File: config.mk
export PLATFORM = sky130hd
export DESIGN_NAME = ib_lut_update_ctrl_flat
export DESIGN_NICKNAME = d
export VERILOG_FILES = /design/src/rtl/ib_lut_update_ctrl_if.sv /design/src/rtl/ib_lut_update_ctrl.sv /design/src/flat_wrapper.sv
export SDC_FILE = /design/constraint.sdc
export NUM_CORES = 1
export LEC_CHECK = 0
export ABC_AREA = 1
export BUFFER_PORTS_ARGS = -buffer_cell sky130_fd_sc_hd__buf_2
export CORE_MARGIN = 3
export CORE_UTILIZATION = 44
export DETAILED_ROUTE_END_ITERATION = 16
export GPL_TIMING_DRIVEN = 0
export PLACE_DENSITY = 0.73
export SYNTH_ARGS = -nofsm -noshare
export SYNTH_HDL_FRONTEND = slang
export SYNTH_SLANG_ARGS = --single-unit
export TNS_END_PERCENT = 10
File: constraint.sdc
create_clock -name write_clk -period 1.25 [get_ports write_clk]
set_input_delay 0.0625 -clock write_clk [delete_from_list [all_inputs] [get_ports write_clk]]
set_output_delay 0.0625 -clock write_clk [all_outputs]
set_load 0.05 [all_outputs]
File: src/rtl/ib_lut_update_ctrl_if.sv
`default_nettype none
// ============================================================================
// Module      : ib_lut_update_ctrl_if
// Description : Bundle of the LUT-image stream, the RAM write ports and the
//               read-frame control of the IB-VNU LUT update controller.
//               master : the controller (drives RAM writes, lut_ready, status)
//               slave  : the environment (LUT source, decoder, RAM side)
//               Optional expected_chksum exists when IB_UPDATE_CHKSUM_EN is
//               defined.
// Revision    : 1.0 - initial release
// ============================================================================
interface ib_lut_update_ctrl_if #(
  parameter int ENTRY_ADDR = 5,
  parameter int DATA_W     = 3
);
  // control pulses from the decoder / host
  logic                  update_start;
  logic                  update_abort;
  logic                  iter_boundary;
  // LUT image stream
  logic                  lut_valid;
  logic                  lut_ready;
  logic [DATA_W-1:0]     lut_data_0;
  logic [DATA_W-1:0]     lut_data_1;
  // RAM write ports (replicate 0/1)
  logic [ENTRY_ADDR-1:0] page_addr_ram_replicate_0;
  logic [ENTRY_ADDR-1:0] page_addr_ram_replicate_1;
  logic [DATA_W-1:0]     ram_write_data_0;
  logic [DATA_W-1:0]     ram_write_data_1;
  logic                  ib_ram_we;
  // read-frame select and status
  logic                  read_addr_offset;
  logic                  busy;
  logic                  update_done;
  logic                  update_err;
`ifdef IB_UPDATE_CHKSUM_EN
  logic [DATA_W-1:0]     expected_chksum;
`endif

  modport master (
`ifdef IB_UPDATE_CHKSUM_EN
    input  expected_chksum,
`endif
    input  update_start, update_abort, iter_boundary,
    input  lut_valid, lut_data_0, lut_data_1,
    output lut_ready,
    output page_addr_ram_replicate_0, page_addr_ram_replicate_1,
    output ram_write_data_0, ram_write_data_1, ib_ram_we,
    output read_addr_offset, busy, update_done, update_err
  );

  modport slave (
`ifdef IB_UPDATE_CHKSUM_EN
    output expected_chksum,
`endif
    output update_start, update_abort, iter_boundary,
    output lut_valid, lut_data_0, lut_data_1,
    input  lut_ready,
    input  page_addr_ram_replicate_0, page_addr_ram_replicate_1,
    input  ram_write_data_0, ram_write_data_1, ib_ram_we,
    input  read_addr_offset, busy, update_done, update_err
  );
endinterface
`default_nettype wire

File: src/rtl/ib_lut_update_ctrl.sv
`default_nettype none
// ============================================================================
// Module      : ib_lut_update_ctrl
// Description : Ping-pong LUT image update sequencer for the IB-VNU LUT RAM
//               pair. A new image is written page by page into the frame half
//               not currently read; at the next decoder iteration boundary the
//               read frame offset flips so readers switch atomically.
// Ports       : write_clk - sole clock
//               rst       - synchronous active-high reset
//               bus       - ib_lut_update_ctrl_if.master (stream in, RAM write
//                           ports, read_addr_offset, busy/done/err status)
// Option      : IB_UPDATE_CHKSUM_EN - adds expected_chksum; the XOR of all
//               accepted lut_data_0 beats must match it or the swap is
//               cancelled with update_err.
// Revision    : 1.0 - initial release
// ============================================================================
module ib_lut_update_ctrl #(
  parameter int QUAN_SIZE       = 3,
  parameter int ENTRY_ADDR      = $clog2(2**((QUAN_SIZE*2)-1)),
  parameter int MULTI_FRAME_NUM = 2,
  parameter int BANK_NUM        = 1,
  parameter int LUT_PORT_SIZE   = 3,
  parameter int PAGE_NUM        = 2**(ENTRY_ADDR-1)
) (
  input  logic                  write_clk,
  input  logic                  rst,
  ib_lut_update_ctrl_if.master  bus
);

  localparam int c_data_w = LUT_PORT_SIZE*BANK_NUM;
  localparam int c_cnt_w  = ENTRY_ADDR-MULTI_FRAME_NUM+1;
  localparam logic [c_cnt_w-1:0] c_last_page = c_cnt_w'(PAGE_NUM-1);

  typedef enum logic [1:0] {
    S_IDLE      = 2'd0,
    S_LOAD      = 2'd1,
    S_WAIT_SWAP = 2'd2
  } state_t;

  state_t                r_state;
  logic                  r_wr_off;   // frozen write half for the whole update
  logic [c_cnt_w-1:0]    r_cnt;
  logic                  r_ready;
  logic                  r_we;
  logic [ENTRY_ADDR-1:0] r_addr;
  logic [c_data_w-1:0]   r_data_0;
  logic [c_data_w-1:0]   r_data_1;
  logic                  r_rd_off;
  logic                  r_busy;
  logic                  r_done;
  logic                  r_err;

  logic                  w_beat;
  assign w_beat = bus.lut_valid & r_ready;

`ifdef IB_UPDATE_CHKSUM_EN
  logic [c_data_w-1:0]   r_chk;
  logic [c_data_w-1:0]   r_exp_chk;
  logic [c_data_w-1:0]   w_chk_next;
  // Includes the current beat so the last beat can be judged in the same
  // cycle it is accepted.
  assign w_chk_next = r_chk ^ bus.lut_data_0;
`endif

  always_ff @(posedge write_clk) begin
    if (rst) begin
      r_state   <= S_IDLE;
      r_wr_off  <= 1'b0;
      r_cnt     <= '0;
      r_ready   <= 1'b0;
      r_we      <= 1'b0;
      r_addr    <= '0;
      r_data_0  <= '0;
      r_data_1  <= '0;
      r_rd_off  <= 1'b0;
      r_busy    <= 1'b0;
      r_done    <= 1'b0;
      r_err     <= 1'b0;
`ifdef IB_UPDATE_CHKSUM_EN
      r_chk     <= '0;
      r_exp_chk <= '0;
`endif
    end else begin
      // single-cycle strobes
      r_we   <= 1'b0;
      r_done <= 1'b0;
      r_err  <= 1'b0;
      case (r_state)
        S_IDLE: begin
          // abort in the same cycle cancels the start
          if (bus.update_start && !bus.update_abort) begin
            r_state  <= S_LOAD;
            r_wr_off <= ~r_rd_off;
            r_cnt    <= '0;
            r_ready  <= 1'b1;
            r_busy   <= 1'b1;
`ifdef IB_UPDATE_CHKSUM_EN
            r_chk     <= '0;
            r_exp_chk <= bus.expected_chksum;
`endif
          end
        end
        S_LOAD: begin
          if (bus.update_start) r_err <= 1'b1;
          if (bus.update_abort) begin
            // abort wins over a same-cycle beat: nothing is written
            r_state <= S_IDLE;
            r_ready <= 1'b0;
            r_busy  <= 1'b0;
          end else if (w_beat) begin
            r_we     <= 1'b1;
            r_addr   <= {r_wr_off, r_cnt};
            r_data_0 <= bus.lut_data_0;
            r_data_1 <= bus.lut_data_1;
            r_cnt    <= r_cnt + 1'b1;
`ifdef IB_UPDATE_CHKSUM_EN
            r_chk    <= w_chk_next;
`endif
            if (r_cnt == c_last_page) begin
              r_ready <= 1'b0;
`ifdef IB_UPDATE_CHKSUM_EN
              if (w_chk_next != r_exp_chk) begin
                r_err   <= 1'b1;
                r_state <= S_IDLE;
                r_busy  <= 1'b0;
              end else begin
                r_state <= S_WAIT_SWAP;
              end
`else
              r_state <= S_WAIT_SWAP;
`endif
            end
          end
        end
        S_WAIT_SWAP: begin
          if (bus.update_start) r_err <= 1'b1;
          if (bus.update_abort) begin
            r_state <= S_IDLE;
            r_busy  <= 1'b0;
          end else if (bus.iter_boundary) begin
            r_rd_off <= ~r_rd_off;
            r_done   <= 1'b1;
            r_state  <= S_IDLE;
            r_busy   <= 1'b0;
          end
        end
        default: begin
          r_state <= S_IDLE;
          r_ready <= 1'b0;
          r_busy  <= 1'b0;
        end
      endcase
    end
  end

  assign bus.lut_ready                 = r_ready;
  assign bus.ib_ram_we                 = r_we;
  assign bus.page_addr_ram_replicate_0 = r_addr;
  assign bus.page_addr_ram_replicate_1 = r_addr;
  assign bus.ram_write_data_0          = r_data_0;
  assign bus.ram_write_data_1          = r_data_1;
  assign bus.read_addr_offset          = r_rd_off;
  assign bus.busy                      = r_busy;
  assign bus.update_done               = r_done;
  assign bus.update_err                = r_err;

endmodule
`default_nettype wire

File: src/flat_wrapper.sv
// flat-port wrapper written by rule: the top's interface ports become plain ports
module ib_lut_update_ctrl_flat 
#(
  parameter int QUAN_SIZE       = 3,
  parameter int ENTRY_ADDR      = $clog2(2**((QUAN_SIZE*2)-1)),
  parameter int MULTI_FRAME_NUM = 2,
  parameter int BANK_NUM        = 1,
  parameter int LUT_PORT_SIZE   = 3,
  parameter int PAGE_NUM        = 2**(ENTRY_ADDR-1)
)
  (write_clk, rst, bus_update_start, bus_update_abort, bus_iter_boundary, bus_lut_valid, bus_lut_data_0, bus_lut_data_1, bus_lut_ready, bus_page_addr_ram_replicate_0, bus_page_addr_ram_replicate_1, bus_ram_write_data_0, bus_ram_write_data_1, bus_ib_ram_we, bus_read_addr_offset, bus_busy, bus_update_done, bus_update_err);
  ib_lut_update_ctrl_if #(.ENTRY_ADDR(ENTRY_ADDR), .DATA_W(3)) bus_i ();
  input  logic write_clk;
  input  logic rst;
  input wire logic [$bits(bus_i.update_start)-1:0] bus_update_start;
  input wire logic [$bits(bus_i.update_abort)-1:0] bus_update_abort;
  input wire logic [$bits(bus_i.iter_boundary)-1:0] bus_iter_boundary;
  input wire logic [$bits(bus_i.lut_valid)-1:0] bus_lut_valid;
  input wire logic [$bits(bus_i.lut_data_0)-1:0] bus_lut_data_0;
  input wire logic [$bits(bus_i.lut_data_1)-1:0] bus_lut_data_1;
  output wire logic [$bits(bus_i.lut_ready)-1:0] bus_lut_ready;
  output wire logic [$bits(bus_i.page_addr_ram_replicate_0)-1:0] bus_page_addr_ram_replicate_0;
  output wire logic [$bits(bus_i.page_addr_ram_replicate_1)-1:0] bus_page_addr_ram_replicate_1;
  output wire logic [$bits(bus_i.ram_write_data_0)-1:0] bus_ram_write_data_0;
  output wire logic [$bits(bus_i.ram_write_data_1)-1:0] bus_ram_write_data_1;
  output wire logic [$bits(bus_i.ib_ram_we)-1:0] bus_ib_ram_we;
  output wire logic [$bits(bus_i.read_addr_offset)-1:0] bus_read_addr_offset;
  output wire logic [$bits(bus_i.busy)-1:0] bus_busy;
  output wire logic [$bits(bus_i.update_done)-1:0] bus_update_done;
  output wire logic [$bits(bus_i.update_err)-1:0] bus_update_err;
  assign bus_i.update_start = bus_update_start;
  assign bus_i.update_abort = bus_update_abort;
  assign bus_i.iter_boundary = bus_iter_boundary;
  assign bus_i.lut_valid = bus_lut_valid;
  assign bus_i.lut_data_0 = bus_lut_data_0;
  assign bus_i.lut_data_1 = bus_lut_data_1;
  assign bus_lut_ready = bus_i.lut_ready;
  assign bus_page_addr_ram_replicate_0 = bus_i.page_addr_ram_replicate_0;
  assign bus_page_addr_ram_replicate_1 = bus_i.page_addr_ram_replicate_1;
  assign bus_ram_write_data_0 = bus_i.ram_write_data_0;
  assign bus_ram_write_data_1 = bus_i.ram_write_data_1;
  assign bus_ib_ram_we = bus_i.ib_ram_we;
  assign bus_read_addr_offset = bus_i.read_addr_offset;
  assign bus_busy = bus_i.busy;
  assign bus_update_done = bus_i.update_done;
  assign bus_update_err = bus_i.update_err;
  ib_lut_update_ctrl #(.QUAN_SIZE(QUAN_SIZE), .ENTRY_ADDR(ENTRY_ADDR), .MULTI_FRAME_NUM(MULTI_FRAME_NUM), .BANK_NUM(BANK_NUM), .LUT_PORT_SIZE(LUT_PORT_SIZE), .PAGE_NUM(PAGE_NUM)) u_core (.write_clk(write_clk), .rst(rst), .bus(bus_i));
endmodule
**Yosys cells after proc, flatten, opt, wreduce, memory -nomap -nowiden**

Index checks and enable logic that the tools add are counted.
W data, S select, Z words.

- Register bits after elaboration: 24
- Output and inout port bits: 22
- Word-level logic and storage cells: 67

- Add/subtract/negate cells: 1
- Equal/unequal tests: 10
- Mux-type cells: 23
- Bitwise logic cells: 6
- Reduce and logical (&&, ||, !) cells: 15

Operators by type and width:

| cell | number |
|---|---|
| $mux W2 | 6 |
| $mux W4 | 3 |
| $reduce_and A4 Y1 | 3 |
| $mux W1 | 10 |
| $reduce_and A3 Y1 | 3 |
| $pmux W4 S2 | 1 |
| $ne A3 B2 Y1 const B | 2 |
| $pmux W1 S3 | 2 |
| $pmux W2 S3 | 1 |
| $reduce_or A3 Y1 | 2 |
| $not A1 Y1 | 5 |
| $add A4 B1 Y4 const B | 1 |
| $eq A4 B4 Y1 const B | 1 |
| $ne A2 B1 Y1 const B | 2 |
| $ne A2 B2 Y1 const B | 2 |
| $reduce_or A2 Y1 | 2 |
| $ne A3 B3 Y1 const B | 1 |
| $eq A2 B1 Y1 const B | 1 |
| $eq A2 B2 Y1 const B | 1 |
| $logic_not A2 Y1 | 1 |
| $reduce_and A2 Y1 | 1 |
| $reduce_bool A2 Y1 | 1 |
| $and A1 B1 Y1 | 1 |
| $logic_and A1 B1 Y1 | 1 |
| $logic_not A1 Y1 | 1 |

**Depth between registers and ports, before layout**

Gate-level depths: netlist of run 1.

- Depth after elaboration: 5
- Gate-level depth with buffers: 10
- Gate-level depth less buffers: 10

**Worst setup path before layout of run 1**

OpenSTA, ideal clock, no wires.

- Path type: reg2reg
- Start point: register u_core.r_ready, in the netlist u_core.bus.lut_ready
- End point: register u_core.r_cnt[1]
- Library setup time: 0.109 ns
- Data arrival time: 1.366 ns
- Data required time: 1.141 ns
- Slack: -0.225 ns
- Cell stages (with the launch flop): 8
- Cells stage by stage: dfxtp_1 -> nand2_1 -> nor2_8 -> nand2_4 -> nand2_2 -> nand2_1 -> nand2_1 -> nor2_1

- Word-level cells in the longest chain between the ends: 3

RTL lines:

| what | line | RTL |
|---|---|---|
| start, declared | ib_lut_update_ctrl.sv:43 | `logic r_ready;` |
| start signal, assigned | ib_lut_update_ctrl.sv:70 | `r_ready <= 1'b0;` |
| start signal, assigned | ib_lut_update_ctrl.sv:95 | `r_ready <= 1'b1;` |
| start signal, assigned | ib_lut_update_ctrl.sv:108 | `r_ready <= 1'b0;` |
| $and A1 B1 Y1 | ib_lut_update_ctrl.sv:54 | `assign w_beat = bus.lut_valid & r_ready;` |
| $ne A2 B1 Y1 (no source line) | n/a |  |
| $reduce_and A4 Y1 (no source line) | n/a |  |
| end signal, assigned | ib_lut_update_ctrl.sv:115 | `r_cnt <= r_cnt + 1'b1;` |
| end, declared | ib_lut_update_ctrl.sv:42 | `logic [c_cnt_w-1:0] r_cnt;` |

No other way between the ends.
A chain may end at the register's enable or synchronous reset.

**Final worst setup path of run 1**

- Start point: register u_core.r_state[0]
- End point: register u_core.r_cnt[1]

- Word-level cells in the longest chain between the ends: 3
- Elaborated cells between the ends (all ways): 8
- Those cells by class: eq/ne: 4; mux: 1; reduce/logical: 3

RTL lines:

| what | line | RTL |
|---|---|---|
| start, declared | ib_lut_update_ctrl.sv:40 | `state_t r_state;` |
| start signal, assigned | ib_lut_update_ctrl.sv:67 | `r_state <= S_IDLE;` |
| start signal, assigned | ib_lut_update_ctrl.sv:92 | `r_state <= S_LOAD;` |
| start signal, assigned | ib_lut_update_ctrl.sv:107 | `r_state <= S_IDLE;` |
| $eq A2 B1 Y1 / $logic_not A2 Y1 (equally long branches) | ib_lut_update_ctrl.sv:88 | `case (r_state)` |
| $ne A2 B1 Y1 (no source line), or another cell as far along | n/a |  |
| $reduce_and A4 Y1 (no source line) | n/a |  |

Parallel ways exist; a longest one is shown, timed or not.

==> results of run 1 <==
==> logic make-up (layout without fill, tap and decap cells) <==
logic type	count (synthesis)	count (layout)	synth area share, %
simple gates	68	68	28.55
fa+ha+maj	4	4	4.624
buf+inv	23	73	10.52
compound gates	25	25	11.91
flops	24	24	44.39
==> cell type report <==
| class | instances | area [µm²] |
|---|---|---|
| Fill cell | 188 | 772.0 |
| Multi-Input combinational cell | 97 | 525.5 |
| Sequential cell | 24 | 491.7 |
| Timing Repair Buffer | 46 | 285.3 |
| Inverter | 16 | 60.06 |
| Buffer | 7 | 53.80 |
| Tap cell | 28 | 35.03 |
| Clock inverter | 1 | 30.03 |
| Clock buffer | 3 | 22.52 |
==> cells in the mapped netlist, drive strengths merged <==
cell type	instances
nand2	28
nor2	27
dfxtp	24
inv	16
o21ai	13
a21oi	12
nand3	10
buf	7
ha	4
nand4	3
==> what timing repair did <==
| action | CTS | global route |
|---|---|---|
| hold buffers | 8 | 1 |
| cloned | 0 | 0 |
| endpoints found under the setup margin | 19 | 17 |
| pin swaps | 4 | 1 |
| resized for setup | 10 | 8 |
| buffers inserted | 4 | 0 |
| hold endpoints to repair | 8 | 2 |
==> tightest hold or removal path, stage by stage <==
cell and delay (ns):
buf_2 0.11, nand3_1 0.12, nor2_1 0.06
==> metrics by stage <==
stage / TNS (ns) / std cells
final: -0.08487 / 222
after global routing: -1.401 / 222
after CTS: -0.03085 / 221
after detailed placement: -2.130 / 205
after global placement: -1.619 / 205
after floorplan: 0 / 144
==> worst min path at each step <==
stage	start	endpoint	slack, ns	cells past startpoint
after floorplan	rst	u_core.r_cnt[2]	0.12	1
after global placement	bus_lut_data_0[0]	u_core.bus.ram_write_data_0[0]	0.29	3
after detailed placement	bus_lut_data_0[1]	u_core.bus.ram_write_data_0[1]	0.29	3
after CTS	rst	u_core.r_cnt[3]	-0.007	2
after global routing	bus_iter_boundary	u_core.bus.update_done	0.06	3
final	bus_iter_boundary	u_core.bus.update_done	0.07	3
==> power by group <==
| part | switching [W] | leakage, nW | internal (W) |
|---|---|---|---|
| registers | 0.0000695 | 0.197 | 0.000887 |
| clock network | 0.000234 | 0.0279 | 0.000324 |
| logic | 0.000705 | 0.553 | 0.000359 |
==> sequential cells by signal (all words and copies together) (netlist names) <==
name,cells
u_core.bus.page_addr_ram_replicate_0,5
u_core.r_cnt,4
u_core.bus.ram_write_data_0,3
u_core.bus.ram_write_data_1,3
u_core.r_state,2
u_core.bus.busy,1
u_core.bus.ib_ram_we,1
u_core.bus.lut_ready,1
u_core.bus.read_addr_offset,1
u_core.bus.update_done,1
u_core.bus.update_err,1
u_core.r_wr_off,1
==> per-layer routing <==
layer	part of all wire (%)	track usage (%)	vias to the layer above
met4	0.082	1.042	0
met3	6.1	5.104	2
li1	-	-	558
met5	0	0	-
met2	52	31.25	32
met1	42	18.85	494
==> results.md, run 1 <==
- The chip width is roughly 56 µm.
- The most critical setup path has its startpoint at u_core.r_state[0].
- Along the worst path, the maximum fanout reaches 4.
- Before antenna repair, the detailed router went through 5 iterations.
- The largest total area in the synthesized netlist belongs to dfxtp_1.
- The net count of the mapped netlist is 160.
- The register-to-register setup slack is -0.07 ns.
- Once placement finished, the instance area stood at about 0.0013 mm².
- In this run the deepest clock path goes through 2 buffers.
- The die covers between 0.003 and 0.004 mm².
- The wire length per cell after detailed routing is between 10 and 15 µm.
- The mean area per synthesized cell is 7.516 µm².
- Compared with the post-synthesis result, the final layout area differs by 38.96%.
- The most repeated library cell on the critical path is nand2_1.
- Synthesis inferred 24 register bits.
- Measured against its own limit, the worst slew margin works out to just over 80%.
- The worst hold slack is ~0.071 ns.
- The type of the tightest min-delay check is in -> reg.
- The count of yosys warnings during synthesis is 0.
- The number of antenna violations at the first check in global routing is 0.
- The via density per instance is 4.892.
- The aggregate global routing overflow is 0.
- The worst supply voltage drop on vdd is about 1.6 mV.
- Cells fill approximately two thirds of the core in the end.
- Setup violations remaining at the end of the flow were counted as 4.
- The final reports fail on setup timing.
- The number of cells on the worst reg-to-reg path is 7.
- In this run the clock root is driven by a clkbuf_4.
- For this run, design rule violations remaining after detail routing come to 0.
- The routed design has 2436 µm of wire.
- The critical path goes through inv_2 -> ha_2 -> nand4_1 -> nand2_2 -> nand2_1 -> nand2_1 -> nor2_1.
- The number of routed nets with antenna violations is 0.
- The total count of hold-check failures in the final report came to 0.
- The number of placement rows is 17.
- Cells with a size suffix above 1 make up 36.60% of the layout.
- The total number of vias is 1086.
- The netlist uses 17 different library cells.
- The placer congestion estimate is 0.7867.
- The transition at the pin with the smallest max-transition slack is 0.2560 ns.
- The count of port buffers added during placement is 33.
- The layout net count is 211.
- The run finished, with violations left.
- The maximum clock rate is 0.7603 GHz.
- The worst setup path is launched from a register.
- The initial core utilization is 47.55%.
- For this run, the slowest stage of the critical path takes around 0.38 ns.
- The post-placement worst setup slack is -0.1743 ns.
- The half-perimeter wire length after detailed placement is 1740 µm.
- The critical path ends at u_core.r_cnt[1].
- In the layout the commonest cells are buf_2 (34), nor2_1 (24), nand2_1 (21).
- The cell leakage power is 0.7781 nW.
- The height of the chip is approximately 56 µm.
- Counting buffers and inverters, the worst setup path is 7 cells deep.
- The worst setup path is of the reg -> reg kind.
- After technology mapping, the gate count stands at 144.
- After synthesis, the largest area contributor takes up 44.39% of total cell area.
- CTS built an H-tree with a depth of 1.
- The endpoint identified for the worst register-to-register timing path is u_core.r_cnt[1].
- The core region area is 0.002276 mm².
- The part of the Yosys area used for sequential elements is 44.39%.
- 34 I/O pins were placed.
- Entering global routing, the biggest net connects 15 pins.
- The first-pass GRT wire length is ~4300 µm.
- TritonCTS built the clock tree.
- Ranked by total cell area, the synthesized netlist is headed by dfxtp_1 (44%), nor2_1 (9.0%), nand2_1 (8.0%).
- The detailed router finished its first iteration with 13 violations.
- The number of diodes is 0.
- The capturing element type of the critical path is a register.
- After layout, the design draws a total of 0.002578 W.
- Leaving out fill and tap cells, the most frequent cell in the layout is buf_2.
- The clock latency at the later pin of the worst-skew pair is 0.31 ns.
- TritonCTS created 3 clock buffers.
- Once routing completed, OpenROAD measured the worst setup slack at -0.06530 ns.
- The number of max-slew violations in the final report was 0.
- Setup repair after global routing could not meet its margin everywhere.
- After synthesis the cells add up to 0.001082 mm².
- The post-route cell area is 0.001504 mm².
- Dividing the final minimum period by the clock period gives 105.2%.
- The register clock-pin slew on the reported worst setup and hold paths is 0.13 ns.
- The sum of buffers and inverters on the critical path is 1.
- In this run the critical register-to-register path is launched from u_core.r_state[0].
- The largest clock skew in the final design is 0.001599 ns.
- On the critical path the largest part of the delay comes from simple AND/OR/NAND/NOR gates.
- The total routing usage reported by global routing is 16.54%.
- The cell at the slowest stage of the critical path is dfxtp_4.
- The endpoint required time on the critical path is approximately 1.5 ns.
- The worst path arrival time is 1.53 ns.
- In this run the power density over the cells is 1714 mW/mm².
- The shortest period the worst path allows is 1.315 ns.
- Clock tree synthesis found a total of 24 sinks.
- The via count of the first global-routing pass is between 1000 and 1500.
- Across the run, the number of max-cap violations was 0.
Power figures use the tool's default switching activity.
==> inputs of run 2 (changes only) <==
--- a/config.mk
+++ b/config.mk
@@ -8,10 +8,11 @@
 export ABC_AREA = 1
 export BUFFER_PORTS_ARGS = -buffer_cell sky130_fd_sc_hd__buf_2
 export CORE_MARGIN = 3
-export CORE_UTILIZATION = 44
+export CORE_UTILIZATION = 47
+export CTS_BUF_LIST = sky130_fd_sc_hd__clkbuf_8
 export DETAILED_ROUTE_END_ITERATION = 16
 export GPL_TIMING_DRIVEN = 0
-export PLACE_DENSITY = 0.73
+export PLACE_DENSITY = 0.77
 export SYNTH_ARGS = -nofsm -noshare
 export SYNTH_HDL_FRONTEND = slang
 export SYNTH_SLANG_ARGS = --single-unit
==> run 2 against run 1 <==
  * The run still ends with setup timing left
  * Fmax rose by 2.7%
  * Routed wire length grew 16%
  * Clock skew up 0.0012 ns
  * Die area fell by 5.7%
  * Non-clock buffer count is 4 lower
  * First-iteration DRC count increased by 38%
  * Sequential cell count unchanged
  * Sequential power up 0.9%
  * Largest power group unchanged
==> results.md, run 2 (synthesis gave the netlist of run 1 again) <==
- The largest individual stage delay along the critical path comes from the cell dfxtp_2.
- The core region area is 0.002062 mm².
- The first global-routing pass estimated 4312 µm of wire.
- The number of max-slew violations in the final report is 0.
- The register-to-register setup slack is -0.03 ns.
- The most frequent standard cell in the layout excluding fill and tap cells is buf_2.
- After detailed placement, the design holds a cell count of 204.
- In this run the power spent charging and discharging nets is 0.001165 W.
- The initialized floorplan defines 16 standard-cell rows.
- VDD sags by at most 1.403 mV.
- Leaving out fill and tap cells, the most frequent cells in the layout are buf_2 (34), nor2_1 (24), dfxtp_1 (19).
- The area growth from synthesis to final layout is 42.89%.
- The endpoint required time on the critical path is 1.41 ns.
- Per report_power, the combinational group accounts for 45.1% of the total.
- The height of the chip is ~54 µm.
- The number of antenna violations at the first check in global routing was 0.
- The die covers 0.002914 mm².
- The via density per instance is 5.088.
- Across all setup checks in the final design, the least slack found is -0.03063 ns.
- Of the total power, the share spent switching nets is 38.96%.
- Headroom to the max-slew limit came out at 81.46%.
- With fillers left out, the area of the finished cells amounts to between 0.0015 and 0.002 mm².
- The layout net count is just over 200.
- On the worst path, the slowest cell contributes a delay of 0.34 ns.
- The worst hold path passes through 3 cells.
- The half-perimeter wire length after detailed placement is 1810 µm.
- By startpoint and endpoint, the worst setup path is classified as reg -> reg.
- The critical register-to-register path startpoint is u_core.r_state[1].
- The share of total power dissipated in the clock network is around 23%.
- TritonCTS built the clock tree.
- The wire length per cell after detailed routing is 13.06 µm.
- The number of routed nets with antenna violations is 0.
- The repair_antennas step left the layout with diodes totalling 0.
- The most repeated library cell on the critical path is nand2_4.
- The final number of setup-violating endpoints is 3.
- The overall routed net length is 2835 µm.
- After the first detailed-routing iteration, the DRC count stood at 18.
- Subtracting the final worst setup slack from the clock period gives 1.281 ns.
- The flow ran to the end, but the final reports show violations.
- The aggregate global routing overflow is 0.
- The placer congestion estimate is roughly 0.75.
- The number of I/O pins is 34.
- Global routing used 20.44% of the available tracks across all layers.
- The post-placement cell area is 0.001285 mm².
- The finished layout holds 217 standard cells, fillers aside.
- For this run, design rule violations remaining after detail routing come to 0.
- The post-placement worst setup slack is -0.1999 ns.
- In this run the number of H-tree levels came out at 1.
- The worst hold path belongs to the class in -> reg.
- In this run the worst setup path begins at u_core.r_state[1].
- The number of buffers on the longest clock path is 2.
- The startpoint identified for the worst hold timing path is bus_lut_data_0[1].
- The capturing element type of the critical path is a register.
- The worst path arrival time is between 1 and 1.5 ns.
- The share of post-route cells with drive strength above 1 is 42.63%.
- The cell area power density is 1934 mW/mm².
- The initial utilization of the core area, before any placement, comes to 52.49%.
- The total of max-cap violations is 0.
- Timing would allow up to a little under 0.8 GHz.
- The count of fill cells added during filler insertion is 150.
- In this run the static leakage power is between 0.7 and 0.8 nW.
- The kind of start point of the critical path is a register.
- The number of search-and-repair iterations in the first detailed-routing pass is 4.
- The chip width is 53.99 µm.
- The share of the clock period used by the worst path after layout is 102.5%.
- The final route contains around 1100 vias.
- The end of the worst hold path is u_core.bus.ram_write_data_0[1].
- Counting both buffers and inverters, the worst setup path holds a total of 1.
- After clock tree synthesis, the clock-pin slew on the worst setup and hold paths is ~0.090 ns.
- Clock tree synthesis selected as its root buffer the cell clkbuf_8.
- At the later pin of the worst-skew pair, clock insertion delay measures 0.26 ns.
- Buffers placed on the I/O ports in this run total 33.
- Setup repair after global routing could not meet its margin everywhere.
- Traced cell by cell, the critical path runs through inv_4 -> ha_4 -> nand2_4 -> nor2_8 -> nand2_4 -> nand2_4 -> nand2_2 -> nand2_1 -> nor2_1.
- After routing, the total negative slack on setup checks comes to -0.04026 ns.
- The via count of the first global-routing pass is 1036.
- The design draws 0.002990 W.
- The family with the most delay on the worst path is simple AND/OR/NAND/NOR gates.
- Entering global routing, the biggest net connects 15 pins.
- The clock net in this run drives a total of 24 sinks.
- In this run the worst path has a maximum fanout of 8.
- The register with the most flip-flops in the layout has 5 of them.
- The total count of hold-check failures in the final report is 0.
- The transition at the pin with the smallest max-transition slack is 0.2774 ns.
- Across the routed clock network, the largest skew measured is 0.002817 ns.
- The internal portion of the total power is 0.001825 W.
- TritonCTS created 3 clock buffers.
- The endpoint identified for the worst register-to-register timing path is u_core.r_cnt[1].
- The final reports fail on setup timing.
- Sequential cells burn 32.3% of the power.
- The number of cells on the worst reg-to-reg path is 9.
## run 2: power groups by stage
stage,Clock (W),Combinational (W),Sequential [W]
after floorplan,0,0.000502,0.00116
after global placement,0,0.000883,0.000946
after detailed placement,0,0.000908,0.000952
after CTS,0.000685,0.00113,0.000947
after global routing,0.000719,0.00145,0.000979
final,0.000677,0.00135,0.000965
## run 2: per-stage QoR
stage               utilization [%]  hold slack (ns)
global route                  75.00          0.03462
detailed placement            62.32           0.2969
floorplan                         -           0.1249
finish                        75.00          0.01678
CTS                           70.63          0.01808
global placement              62.32           0.2835
## run 2: how the worst max path moves through the flow
| stage | to | cells past startpoint | slack (ns) |
|---|---|---|---|
| finish | u_core.r_cnt[1] | 9 | -0.03 |
| global placement | u_core.r_cnt[1] | 9 | -0.14 |
| CTS | u_core.r_cnt[1] | 9 | -0.007 |
| floorplan | u_core.r_cnt[1] | 9 | 0.02 |
| detailed placement | u_core.bus.ram_write_data_0[0] | 7 | -0.20 |
| global route | u_core.r_cnt[1] | 8 | -0.1 |
## run 2: worst min-delay path, cell delays in order
cell,delay (ns)
buf_2,0.07
nor2_1,0.03
nor2_1,0.08
## run 2: layout make-up
class                      count  area, µm²  area share (%)
multi-input combinational     97      585.6           37.86
timing repair buffer          42      245.2           15.86
inverter                      16      65.06           4.207
clock buffer                   3      41.29           2.670
tap                           27      33.78           2.184
buffer                         7      53.80           3.479
sequential                    24      491.7           31.80
clock inverter                 1      30.03           1.942
## run 2: layer usage
metal	wire length, µm	part of all wire [%]	up-vias	GRT usage [%]
met3	145	5.1	13	4.155
li1	-	-	550	-
met4	104	3.7	0	14.52
met1	1143	40	506	21.81
met2	1441	51	35	35.48
met5	0	0	-	0
## run 2: what timing repair did
action	CTS	global route
buffers inserted	7	2
pin swaps	4	10
endpoints found under the setup margin	19	19
gates cloned	0	0
hold buffers	0	0
gates resized for setup	14	19
==> inputs of run 3 (changes only) <==
--- a/config.mk
+++ b/config.mk
@@ -5,11 +5,10 @@
 export SDC_FILE = /design/constraint.sdc
 export NUM_CORES = 1
 export LEC_CHECK = 0
-export ABC_AREA = 1
 export BUFFER_PORTS_ARGS = -buffer_cell sky130_fd_sc_hd__buf_2
 export CORE_MARGIN = 3
 export CORE_UTILIZATION = 47
-export CTS_BUF_LIST = sky130_fd_sc_hd__clkbuf_8
+export CTS_BUF_LIST = sky130_fd_sc_hd__clkbuf_4
 export DETAILED_ROUTE_END_ITERATION = 16
 export GPL_TIMING_DRIVEN = 0
 export PLACE_DENSITY = 0.77
==> run 3 against run 2 <==
  * The flow still finishes with violations (setup timing)
  * Utilization is 2.7 points lower
  * Routed wire length is 14% lower
  * Largest cell class unchanged
  * Non-clock buffer count is 6 higher
  * Synthesized area is 0.35% higher
  * Hold slack better by 0.056 ns
  * Sequential share of layout area is 0.37 points higher
  * Global-route usage is 2.2 points lower
  * Highest routed layer unchanged
  * Sequential power is 6.9% lower
==> results.md, run 3 <==
- The post-route cell area is 0.001505 mm².
- The mean area per synthesized cell is around 8.4 µm².
- The largest clock skew in the final design is approximately 0.0028 ns.
- The start-to-end type of the worst setup path is reg -> reg.
- The cell with the most instances after synthesis is nand2_1.
- The flow ran to the end, but the final reports show violations.
- The synthesized flop and latch total is 24.
- The power share of the combinational group is 38.4%.
- Entering global routing, the biggest net connects 15 pins.
- Ranked by total cell area, the synthesized netlist is headed by dfxtp_1 (44%), nand2_1 (9.7%), a21oi_1 (6.9%).
- The overall routed net length is 2430 µm.
- The transition at the pin with the smallest max-transition slack is 0.4287 ns.
- The number of H-tree levels is 1.
- The worst hold path cell count is 2.
- The checks that failed: setup timing.
- The completed layout was analyzed and its total power is 0.002359 W.
- The first detailed-routing pass took 4 iterations.
- The count of port buffers added during placement is 33.
- The via count of the first global-routing pass was 990.
- The net count of the mapped netlist is 145.
- The shortest period the worst path allows is 1.746 ns.
- After synthesis, flip-flops and latches occupy 44.24% of the total area.
- The first global-routing pass estimated ~4000 µm of wire.
- In this run, synthesis inferred 0 flip-flops with an integrated enable.
- For this design the ratio of total power to cell area is 1567 mW/mm².
- The endpoint required time on the critical path is 1.50 ns.
- The wire length per cell after detailed routing is 11.85 µm.
- The number of diodes is 0.
- STA puts the critical path data arrival time at 1.99 ns.
- Summed over all cells, the static leakage comes to 0.6895 nW.
- Counting the buffers created by CTS gives 3.
- The internal power of the cells totals 0.001607 W.
- The number of antenna violations at the first check in global routing is 0.
- The number of routed nets with antenna violations is 0.
- The layout net count is around 200.
- The multiplexer share of the synthesized area is 1.843%.
- The count of fill cells added during filler insertion is between 150 and 200.
- The library cell used most frequently in the layout, excluding fill and tap cells, is buf_2.
- Net switching is 31.84% of the power.
- The switching power of the nets is between 0.0007 and 0.0008 W.
- In the final layout, the multi-input gates occupy 543.0 µm².
- The number of placement rows is 16.
- Setup repair after global routing could not meet its margin everywhere.
- dfxtp_1 takes more of the synthesized area than any other cell.
- The main flop type after synthesis is dfxtp_1.
- The sequential cells in the finished layout cover a total of 484.2 µm².
- The type of the tightest min-delay check is in -> reg.
- After detailed routing, the number of vias per cell comes to 5.020.
- The clock latency at the later pin of the worst-skew pair is around 0.31 ns.
- The simple-gate portion of the synthesized area is 25.58%.
- The chip width is 54.07 µm.
- For this run, design rule violations remaining after detail routing come to 0.
- In this run the worst path has a maximum fanout of 7.
- The register with the most flip-flops in the layout has 5 of them.
- After synthesis, the largest family of logic cells by area is simple AND/OR/NAND/NOR gates.
- The relative slew slack is 71.42%.
- The core region area is 0.002082 mm².
- Setup violations remaining at the end of the flow were counted as 20.
- For this run the aggregate overflow at the end of global routing stands at 0.
- TritonCTS built the clock tree.
- After the first detailed-routing iteration, the DRC count stood at 13.
- The fraction of power consumed by sequential logic is 38.1%.
- IR analysis of the VDD net gives a maximum drop of 1.266 mV.
- STA classifies the critical path endpoint as a register.
- The total standard cell area after synthesis is 0.001086 mm².
- The clock net in this run drives a total of 24 sinks.
- The floorplan step defined a die boundary enclosing 0.002924 mm².
- The share of the synthesized area in compound gates (AO/OA/AOI/OAI) is approximately 14%.
- For this run, the number of Yosys warnings is 0.
- The share of post-route cells with drive strength above 1 is 35.96%.
- The arithmetic-cell share of the synthesized area counting full adders, half adders and majority gates is 4.608%.
- The number of buffers on the longest clock path is 2.
- Setup slack on the critical path of the routed design comes to -0.4964 ns.
- In the synthesized netlist, the cells that appear most often are nand2_1 (28), dfxtp_1 (24), a21oi_1 (15), nor2_1 (10).
- The kind of start point of the critical path is a register.
- Summed over all nets, the half-perimeter wirelength after detailed placement is 1697 µm.
- The number of distinct library cells after synthesis is 32.
- The area growth from synthesis to layout is 38.59%.
- The placer congestion estimate is between 0.7 and 0.8.
- The total number of vias is 1029.
- For this configuration, the core starts out at a cell density of 52.16%.
- The total routing usage reported by global routing is 18.24%.
- The height of the chip is 54.07 µm.
- The synthesized design devotes to its leading area cell type 44.24% of total area.
- The number of I/O pins is 34.
- The share of flip-flops with an asynchronous set or reset is 0%.
- Across the run, the number of max-cap violations was 0.
- The number of max-slew violations in the final report came to 0.
- The number of cells on the worst reg-to-reg path is 6.
- The post-placement cell area is around 0.0013 mm².
- Timing would allow up to approximately 0.57 GHz.
- The worst hold slack is 0.07269 ns.
- Leaving out fill and tap cells, the most frequent cells in the layout are buf_2 (33), nand2_1 (28), dfxtp_1 (21).
- After technology mapping, the gate count stands at 129.
- Summing the areas of all xor and xnor instances in the mapped netlist gives 0.8065% of the synthesized area.
- The clock network is responsible for between 20% and 30% of the overall power.
- The share of the clock period used by the worst path after layout is 139.7%.
- The total count of hold-check failures in the final report came to 0.
- The buffer type at the clock tree root is clkbuf_4.
- The register clock-pin slew on the reported worst setup and hold paths is ~0.13 ns.
run 3: final cells by class:
class,instances,area share [%]
Clock buffer,3,1.496
Buffer,10,6.401
Sequential cell,24,32.17
Timing Repair Buffer,45,18.20
Inverter,5,1.413
Multi-Input combinational cell,90,36.08
Tap cell,27,2.244
Clock inverter,1,1.995
run 3: routing by layer:
layer | wire [µm] | track usage, %
met1 | 1029 | 20.78
met3 | 120 | 3.047
met4 | 26 | 7.469
met5 | 0 | 0
met2 | 1253 | 33.27
run 3: kinds of logic (layout without fill, tap and decap cells):
group                    Yosys count  count (layout)
flip-flops                        24              24
AO/OA/AOI/OAI                     26              26
adder cells (fa/ha/maj)            4               4
XOR/XNOR                           1               1
buffers and inverters             15              64
multiplexers                       2               2
AND/OR/NAND/NOR                   57              57
run 3: repair_timing:
| action | 4_1_cts | 5_1_grt |
|---|---|---|
| endpoints found under the setup margin | 20 | 20 |
| hold buffers | 6 | 0 |
| gates resized for setup | 10 | 9 |
| buffers inserted | 5 | 1 |
| endpoints found under the hold margin | 6 | 0 |
| pin swaps | 4 | 3 |
run 3: power by group through the flow:
| stage | logic (W) | registers, W | clock network [W] |
|---|---|---|---|
| 2_1_floorplan | 0.000442 | 0.00102 | 0 |
| 3_3_place_gp | 0.000692 | 0.000896 | 0 |
| 3_5_place_dp | 0.000710 | 0.000899 | 0 |
| 4_1_cts | 0.000847 | 0.000890 | 0.000572 |
| 5_1_grt | 0.000988 | 0.000908 | 0.000602 |
| 6_report | 0.000906 | 0.000898 | 0.000555 |
run 3: worst paths after layout:
kind	from	endpoint	slack, ns
worst max-delay path	u_core.r_state[0]	u_core.r_cnt[2]	-0.50
worst min-delay path	bus_update_start	u_core.bus.update_err	0.07
worst max register to register	u_core.r_state[0]	u_core.r_cnt[2]	-0.50
worst min register to register	u_core.r_wr_off	u_core.bus.page_addr_ram_replicate_0[4]	0.46
run 3: critical path: stages, from the launching register on:
cell	delay, ns
dfxtp_2	0.40
inv_2	0.07
ha_4	0.18
nor2b_4	0.12
or4_4	0.48
or3_1	0.31
a21oi_1	0.13
run 3: metrics by stage:
step                std cells  setup TNS (ns)  worst slack (ns)  util [%]
finish                    205          -5.301           -0.4964     72.30
global route              205          -6.992           -0.5855     72.30
CTS                       204          -6.688           -0.4973     70.97
detailed placement        189          -7.925           -0.5562     62.08
global placement          189          -7.532           -0.5064     62.08
floorplan                 129          -4.491           -0.4515         -
